`src/rtl/store_write_buffer.sv`:
```
// Store write buffer: formats stores into word-aligned, lane-replicated writes, queues them
// in a small FIFO, drains them to memory in order, and flags loads to words still pending.
module store_write_buffer #(
   parameter int DEPTH      = 4,
   parameter int ADDR_WIDTH = 32
) (
   input  logic                         clk,
   input  logic                         reset,
   input  logic                         storeValid,
   input  logic [1:0]                   storeSrc,
   input  logic [ADDR_WIDTH-1:0]        storeAddress,
   input  logic [31:0]                  storeData,
   output logic                         storeReady,
   output logic                         misalignErr,
   input  logic                         loadValid,
   input  logic [ADDR_WIDTH-1:0]        loadAddress,
   output logic                         loadHazard,
   output logic                         memValid,
   input  logic                         memReady,
   output logic [ADDR_WIDTH-1:0]        memAddr,
   output logic [31:0]                  memWData,
   output logic [3:0]                   memByteEn,
   output logic                         bufEmpty,
   output logic [$clog2(DEPTH+1)-1:0]   bufCount
);

   localparam int PTR_W = $clog2(DEPTH);
   localparam int CNT_W = $clog2(DEPTH+1);
   localparam logic [CNT_W-1:0] FULL_COUNT = CNT_W'(DEPTH);

   logic [ADDR_WIDTH-3:0] entryWord [DEPTH];
   logic [31:0]           entryData [DEPTH];
   logic [3:0]            entryEn   [DEPTH];

   logic [PTR_W-1:0] headPtr;
   logic [PTR_W-1:0] tailPtr;
   logic [CNT_W-1:0] entryCount;

   logic [31:0] fmtData;
   logic [3:0]  fmtEn;
   logic        misaligned;
   logic        enq;
   logic        deq;
   logic        hazardHit;
   logic        unusedLoadLanes;

   // Lane replication and byte-enable generation; code 11 behaves as a word store.
   always_comb begin
      fmtData    = storeData;
      fmtEn      = 4'b1111;
      misaligned = 1'b0;
      case (storeSrc)
         2'b00: begin
            fmtData = {4{storeData[7:0]}};
            fmtEn   = 4'b0001 << storeAddress[1:0];
         end
         2'b01: begin
            fmtData    = {2{storeData[15:0]}};
            fmtEn      = storeAddress[1] ? 4'b1100 : 4'b0011;
            misaligned = storeAddress[0];
         end
         default: begin
            misaligned = |storeAddress[1:0];
         end
      endcase
   end

   assign storeReady = (entryCount != FULL_COUNT);
   assign memValid   = (entryCount != '0);
   assign bufEmpty   = (entryCount == '0);
   assign bufCount   = entryCount;
   assign enq        = storeValid && storeReady && !misaligned;
   assign deq        = memValid && memReady;

   assign memAddr   = {entryWord[headPtr], 2'b00};
   assign memWData  = entryData[headPtr];
   assign memByteEn = entryEn[headPtr];

   // An entry is live when its distance from the head is below the count, so the head
   // entry leaving this cycle still matches and the one being written does not.
   always_comb begin
      hazardHit = 1'b0;
      for (int i = 0; i < DEPTH; i++) begin
         if (CNT_W'(PTR_W'(PTR_W'(i) - headPtr)) < entryCount &&
             entryWord[i] == loadAddress[ADDR_WIDTH-1:2]) begin
            hazardHit = 1'b1;
         end
      end
   end

   assign loadHazard      = loadValid && hazardHit;
   assign unusedLoadLanes = ^loadAddress[1:0];

   always_ff @(posedge clk or posedge reset) begin
      if (reset) begin
         headPtr     <= '0;
         tailPtr     <= '0;
         entryCount  <= '0;
         misalignErr <= 1'b0;
      end else begin
         misalignErr <= storeValid && misaligned;
         if (enq) begin
            tailPtr <= tailPtr + PTR_W'(1);
         end
         if (deq) begin
            headPtr <= headPtr + PTR_W'(1);
         end
         case ({enq, deq})
            2'b10:   entryCount <= entryCount + CNT_W'(1);
            2'b01:   entryCount <= entryCount - CNT_W'(1);
            default: entryCount <= entryCount;
         endcase
      end
   end

   // Payload registers need no reset; only the pointers and count decide what is valid.
   always_ff @(posedge clk) begin
      if (enq) begin
         entryWord[tailPtr] <= storeAddress[ADDR_WIDTH-1:2];
         entryData[tailPtr] <= fmtData;
         entryEn[tailPtr]   <= fmtEn;
      end
   end

endmodule

```
`config.mk`:
```
export PLATFORM = sky130hd
export DESIGN_NAME = store_write_buffer
export DESIGN_NICKNAME = d
export VERILOG_FILES = /design/src/rtl/store_write_buffer.sv
export SDC_FILE = /design/constraint.sdc
export NUM_CORES = 1
export LEC_CHECK = 0
export CORE_MARGIN = 5
export CORE_UTILIZATION = 40
export DETAILED_ROUTE_END_ITERATION = 12
export DONT_BUFFER_PORTS = 1
export PLACE_DENSITY = 0.58
export SYNTH_ARGS = -nofsm -noshare
export SYNTH_HDL_FRONTEND = slang
export SYNTH_SLANG_ARGS = --single-unit
export TNS_END_PERCENT = 1
```
`constraint.sdc`:
```
create_clock -name clk -period 3.45 [get_ports clk]
set_input_delay 0.8625 -clock clk [delete_from_list [all_inputs] [get_ports clk]]
set_output_delay 0.8625 -clock clk [all_outputs]
set_load 0.02 [all_outputs]
```
# == After elaboration in Yosys (flattened, before gate mapping) ==
# Memories as Yosys holds them, arrays and structs flattened.
# Index checks and enable logic that the tools add are counted.
# totals
ff_bits,8
ram_bits,264
n_memories,3
# classes
add_sub_neg,8
n_lt_le_gt_ge,4
eq_ne,8
n_shift,1
n_mux,11
reduce_logical,15
# mem_list
name,words,width,rd,rd_clocked_by_memory_dff,write_ports,line,source
entryData,4,32,1,0,1,32,logic [31:0] entryData [DEPTH];
entryWord,4,30,5,0,1,31,logic [ADDR_WIDTH-3:0] entryWord [DEPTH];
entryEn,4,4,1,0,1,33,logic [3:0] entryEn [DEPTH];
# op_table
op,n
30-bit == test,4
32-bit one-hot mux with 2 select lines,1
2-bit by 3-bit less-than comparator with 1-bit output,4
1-bit logical AND,9
4-bit one-hot mux with 2 select lines,1
1-bit 2-to-1 mux,6
3-bit one-hot mux with 2 select lines,1
2-bit by 1-bit adder with 2-bit output (second input constant),2
2-bit by 1-bit == test with 1-bit output (second input constant),2
4-bit 2-to-1 mux,1
1-bit by 2-bit << shifter with 4-bit output (first input constant),1
1-bit by 2-bit subtractor with 2-bit output (first input constant),2
2-bit subtractor (first input constant),2
3-bit by 1-bit adder with 3-bit output (second input constant),1
3-bit zero test,1
3-bit != test (second input constant),1
3-bit nonzero test,1
3-bit by 1-bit subtractor with 3-bit output (second input constant),1
2-bit == test (second input constant),1
2-bit zero test,1
1-bit one-hot mux with 2 select lines,1
2-bit nonzero test,1
2-bit OR reduction,1
1-bit zero test,1

# == Longest topological paths before layout ==
# Gate-level depths: netlist (run 1).
# logic_depth
word_depth,8
depth_mapped,11
depth_no_buf,11

# == Least setup slack after synthesis (run 1) ==
# No wires, ideal clock.
# synth_timing
path_type,input -> register
start,input port storeAddress[0]
end,memory entryData[2][0] (enable)
setup_ps,431
t_arrival_ps,2928
t_required_ps,3019
setup_slack_ps,91
stages,4
n_path_buf,0
path_cell_list,a21oi_1 nor2_1 nor2_1 and2_1
# synth_between
elab_chain_len,6
# synth_rtl
element,line,source
from (decl),11,"input logic [ADDR_WIDTH-1:0] storeAddress,"
2-bit OR reduction,63,misaligned = |storeAddress[1:0];
1-bit one-hot mux with 2 select lines *,52,case (storeSrc)
1-bit zero test *,72,assign enq = storeValid && storeReady && !misaligned;
1-bit logical AND *,72,
1-bit 2-to-1 mux *,118,if (enq) begin
1-bit 2-to-1 mux (implied by the code) *,120,entryData[tailPtr] <= fmtData;
to (decl),32,
# Every way passes the cells marked *; elsewhere a longest branch is shown, timed or not.

# == Worst setup path after layout (run 1) ==
# layout_timing
start,"register entryCount[1], in the netlist bufCount[1]"
end,output port loadHazard
# layout_between
elab_chain_len,7
# layout_rtl
element,line,source
from (decl),37,logic [CNT_W-1:0] entryCount;
from (signal assigned),109,2'b10: entryCount <= entryCount + CNT_W'(1);
from (signal assigned),110,2'b01: entryCount <= entryCount - CNT_W'(1);
from (signal assigned),111,default: entryCount <= entryCount;
2-bit by 3-bit less-than comparator with 1-bit output,84,if (CNT_W'(PTR_W'(PTR_W'(i) - headPtr)) < entryCount &&
1-bit logical AND,84,
1-bit 2-to-1 mux (3 in series),84,
1-bit 2-to-1 mux *,84,
1-bit logical AND *,91,assign loadHazard = loadValid && hazardHit;
to (decl),17,"output logic loadHazard,"
# Marked as above.

==> metrics.csv, run 1 <==
metric,value,unit
outcome,completed,
power.total,10500,uW
arrival,2530,ps
gp_congestion,0.841,
cts_setup_buffers,0,
cp-start-kind,register,
ys_seq_area_share,68.8,%
clkTransAtPathRegs,60,ps
tritoncts,built,
wire_per_inst,26.9,microns
setup_viol,0,
synth-seq-cells,272,
nNetsFinal,765,
syn_to_final_growth,13.3,%
synthCells,627,
antenna_cells,0,
setup_ws,55.9,ps
hold_viol,0,
period_share,98.4,%
via_count,5783,
rsz0062_at_grt,no,
die_y,182,microns
cpMaxStageDelayCell,dfrtp_1,
p_leak,0.00440,uW
grt_usage,17.0,%
peakVddDrop,0.523,mV
setup_tns,0,ps
yosysTopAreaCell,edfxtp_1,
clk_path_buf_depth,3,
cap_violations,0,
netlist_area,0.0118,sq mm
end_kind,output port,
htreeDepth,1,
fmax,295,MHz
drcViolationCount,0,
synth_top_cells_by_area,"edfxtp_1 67%, mux4_2 13%, xor2_1 8.5%",
fillers,2505,
antenna_found_initial,0,
finalClockSkew,10.0,ps
synth_top_area_share,67.1,%
cts_hold_buf,0,
design_area,0.0134,sq mm
dp_hpwl,20100,microns
crit_fanout,6,
grt_start_max_net_pins,57,
layoutNonFillerInstCount,1064,
cpPeakStageDelay,490,ps
die_w,182,microns
slew_viol_final,0,
clk_latency,540,ps
crit_chain,inv_1 -> ha_1 -> a21oi_1 -> nand4_1 -> a2111oi_0 -> or4_4,
first_iter_violations,448,
core-area,0.0294,sq mm
ios,179,
syn_avg_cell_area,18.8,sq um
grt_pass1_vias,6262,
place_ws,207,ps
cellPowerDensity,783,mW/mm^2
synth_cell_type_count,31,
crit_type,reg2out,
hp-class,in2async,
dr.pass1.iters,5,
cts.sinks,272,
path_buf_inv,1,
period_minus_slack,3390,ps
viasPerCell,5.44,
dpl.cell_count,1010,
cts-root-buf,clkbuf_16,
required,2590,ps
grt_pass1_wl,42100,microns
tightest_slew,904,ps
drtAntennaViolNets,0,
place_area,0.0124,sq mm
start_util,40.2,%
port_buffers,0,
drt_wl_total,28600,microns
dieArea,0.0331,sq mm
crit_family,compound AO/OA/AOI/OAI gates,
num_rows,63,
drive_gt1_share,22.1,%
yosysWarnings,0,
slew_headroom,39.7,%
cts_made_buffers,30,
grt_overflow_total,0,
metal layers:
layer  track usage (%)  vias up  share of wire, %
li1                  -     2530                 -
met1              20.3     2984                37
met2              28.9      224                50
met3              6.89       45                10
met4              4.41        0               2.5
met5                 0        -                 0
final timing paths:
kind,startpoint,to,slack (ps),cells after the start
worst max-delay path,bufCount[1],loadHazard,60,6
worst min-delay path,reset,misalignErr,160,1
worst max register to register,bufCount[2],bufCount[2],850,10
worst min register to register,tailPtr[1],tailPtr[1],590,1
max in group asynchronous,reset,headPtr[1],3010,1
min in group clk,storeData[4],entryData[0][4],420,0
metrics by stage:
stage,utilization [%],hold slack [ps]
final,45.5,165
after global routing,45.5,168
after CTS,45.5,145
after detailed placement,42.1,578
after global placement,42.1,549
after floorplan,-,534
placed cells by master, fill, tap and decap left out, types with 2 or more instances in the layout:
cell type / n
nand2_1: 12
dfrtp_1: 6
buf_12: 5
mux4_2: 66
inv_1: 13
mux2i_1: 9
xor2_1: 115
xnor2_1: 12
clkinv_1: 9
clkbuf_1: 2
and2_4: 4
a21o_1: 2
dfrtp_4: 2
a2111oi_0: 3
ha_1: 9
a21oi_1: 6
edfxtp_1: 264
nor4_1: 23
o21ai_0: 8
nand3_1: 4
bufinv_16: 4
nor3_1: 4
conb_1: 2
buf_4: 8
clkbuf_16: 31
o21bai_1: 2
clkinv_2: 6
mux2_2: 17
nand4_1: 8
nor2_1: 7
registers in the layout, indices dropped and copies added (netlist names):
name and count:
entryData 128, entryWord 120, entryEn 16, bufCount 3
headPtr 2, tailPtr 2, misalignErr 1
cell type report:
type / count / area, sq um / area share (%)
Clock inverter: 21 / 200 / 1.50
Tap cell: 390 / 488 / 3.65
Sequential cell: 272 / 8140 / 60.8
Multi-Input combinational cell: 321 / 3550 / 26.6
Timing Repair Buffer: 14 / 171 / 1.28
Clock buffer: 33 / 783 / 5.85
Inverter: 13 / 48.8 / 0.365
cell families after synthesis:
logic type	count (synthesis)	share of synthesized area [%]
other cells	1	0.0318
simple gates	67	3.07
mux	92	15.0
fa+ha+maj	10	1.12
buf+inv	35	1.32
compound gates	23	1.21
xor+xnor	127	9.42
flops	272	68.8
synthesized netlist by cell type:
cell type and number:
nand2b_1 1, buf_1 1, nor2_1 7, o21a_1 1, nor4_1 24, a21o_1 2
a2111oi_0 4, nand4_1 8, ha_1 9, nor3_1 4, or4_1 1, o21bai_1 2
edfxtp_1 264, nand3_1 4, dfrtp_1 8, mux2i_1 9, mux2_2 17, fa_1 1
o21ai_0 8, buf_4 4, a21oi_1 6, buf_2 8, mux4_2 66, inv_1 13
clkbuf_1 9, nor2b_1 1, xnor2_1 12, xor2_1 115, and2_1 5, nand2_1 12
conb_1 1
power by group:
| group | switching, uW | total (uW) | internal [uW] |
|---|---|---|---|
| Clock | 1210 | 3130 | 1920 |
| Combinational | 1950 | 3040 | 1090 |
| Sequential | 224 | 4310 | 4090 |
| Total | 3380 | 10500 | 7100 |
what timing repair did:
| action | in CTS | in global routing |
|---|---|---|
| pin swaps | 0 | 0 |
| resized for setup | 3 | 2 |
| endpoints found under the setup margin | 2 | 1 |
worst reg2reg max path, stage by stage (launching register included):
cell	delay [ps]
dfrtp_1	510
inv_1	230
nand2_1	250
inv_1	180
nor2b_1	270
ha_1	230
inv_1	60
fa_1	370
xor2_1	150
nor2_1	120
xnor2_1	140
No activity file was read; power rests on OpenSTA's default activity.
==> inputs of run 2 (changes only) <==
--- a/config.mk
+++ b/config.mk
@@ -10,6 +10,7 @@
 export DETAILED_ROUTE_END_ITERATION = 12
 export DONT_BUFFER_PORTS = 1
 export PLACE_DENSITY = 0.58
+export SLEW_MARGIN = 20
 export SYNTH_ARGS = -nofsm -noshare
 export SYNTH_HDL_FRONTEND = slang
 export SYNTH_SLANG_ARGS = --single-unit
==> results of run 2 <==
The final DEF is identical to that of run 1; final timing and power are the same.
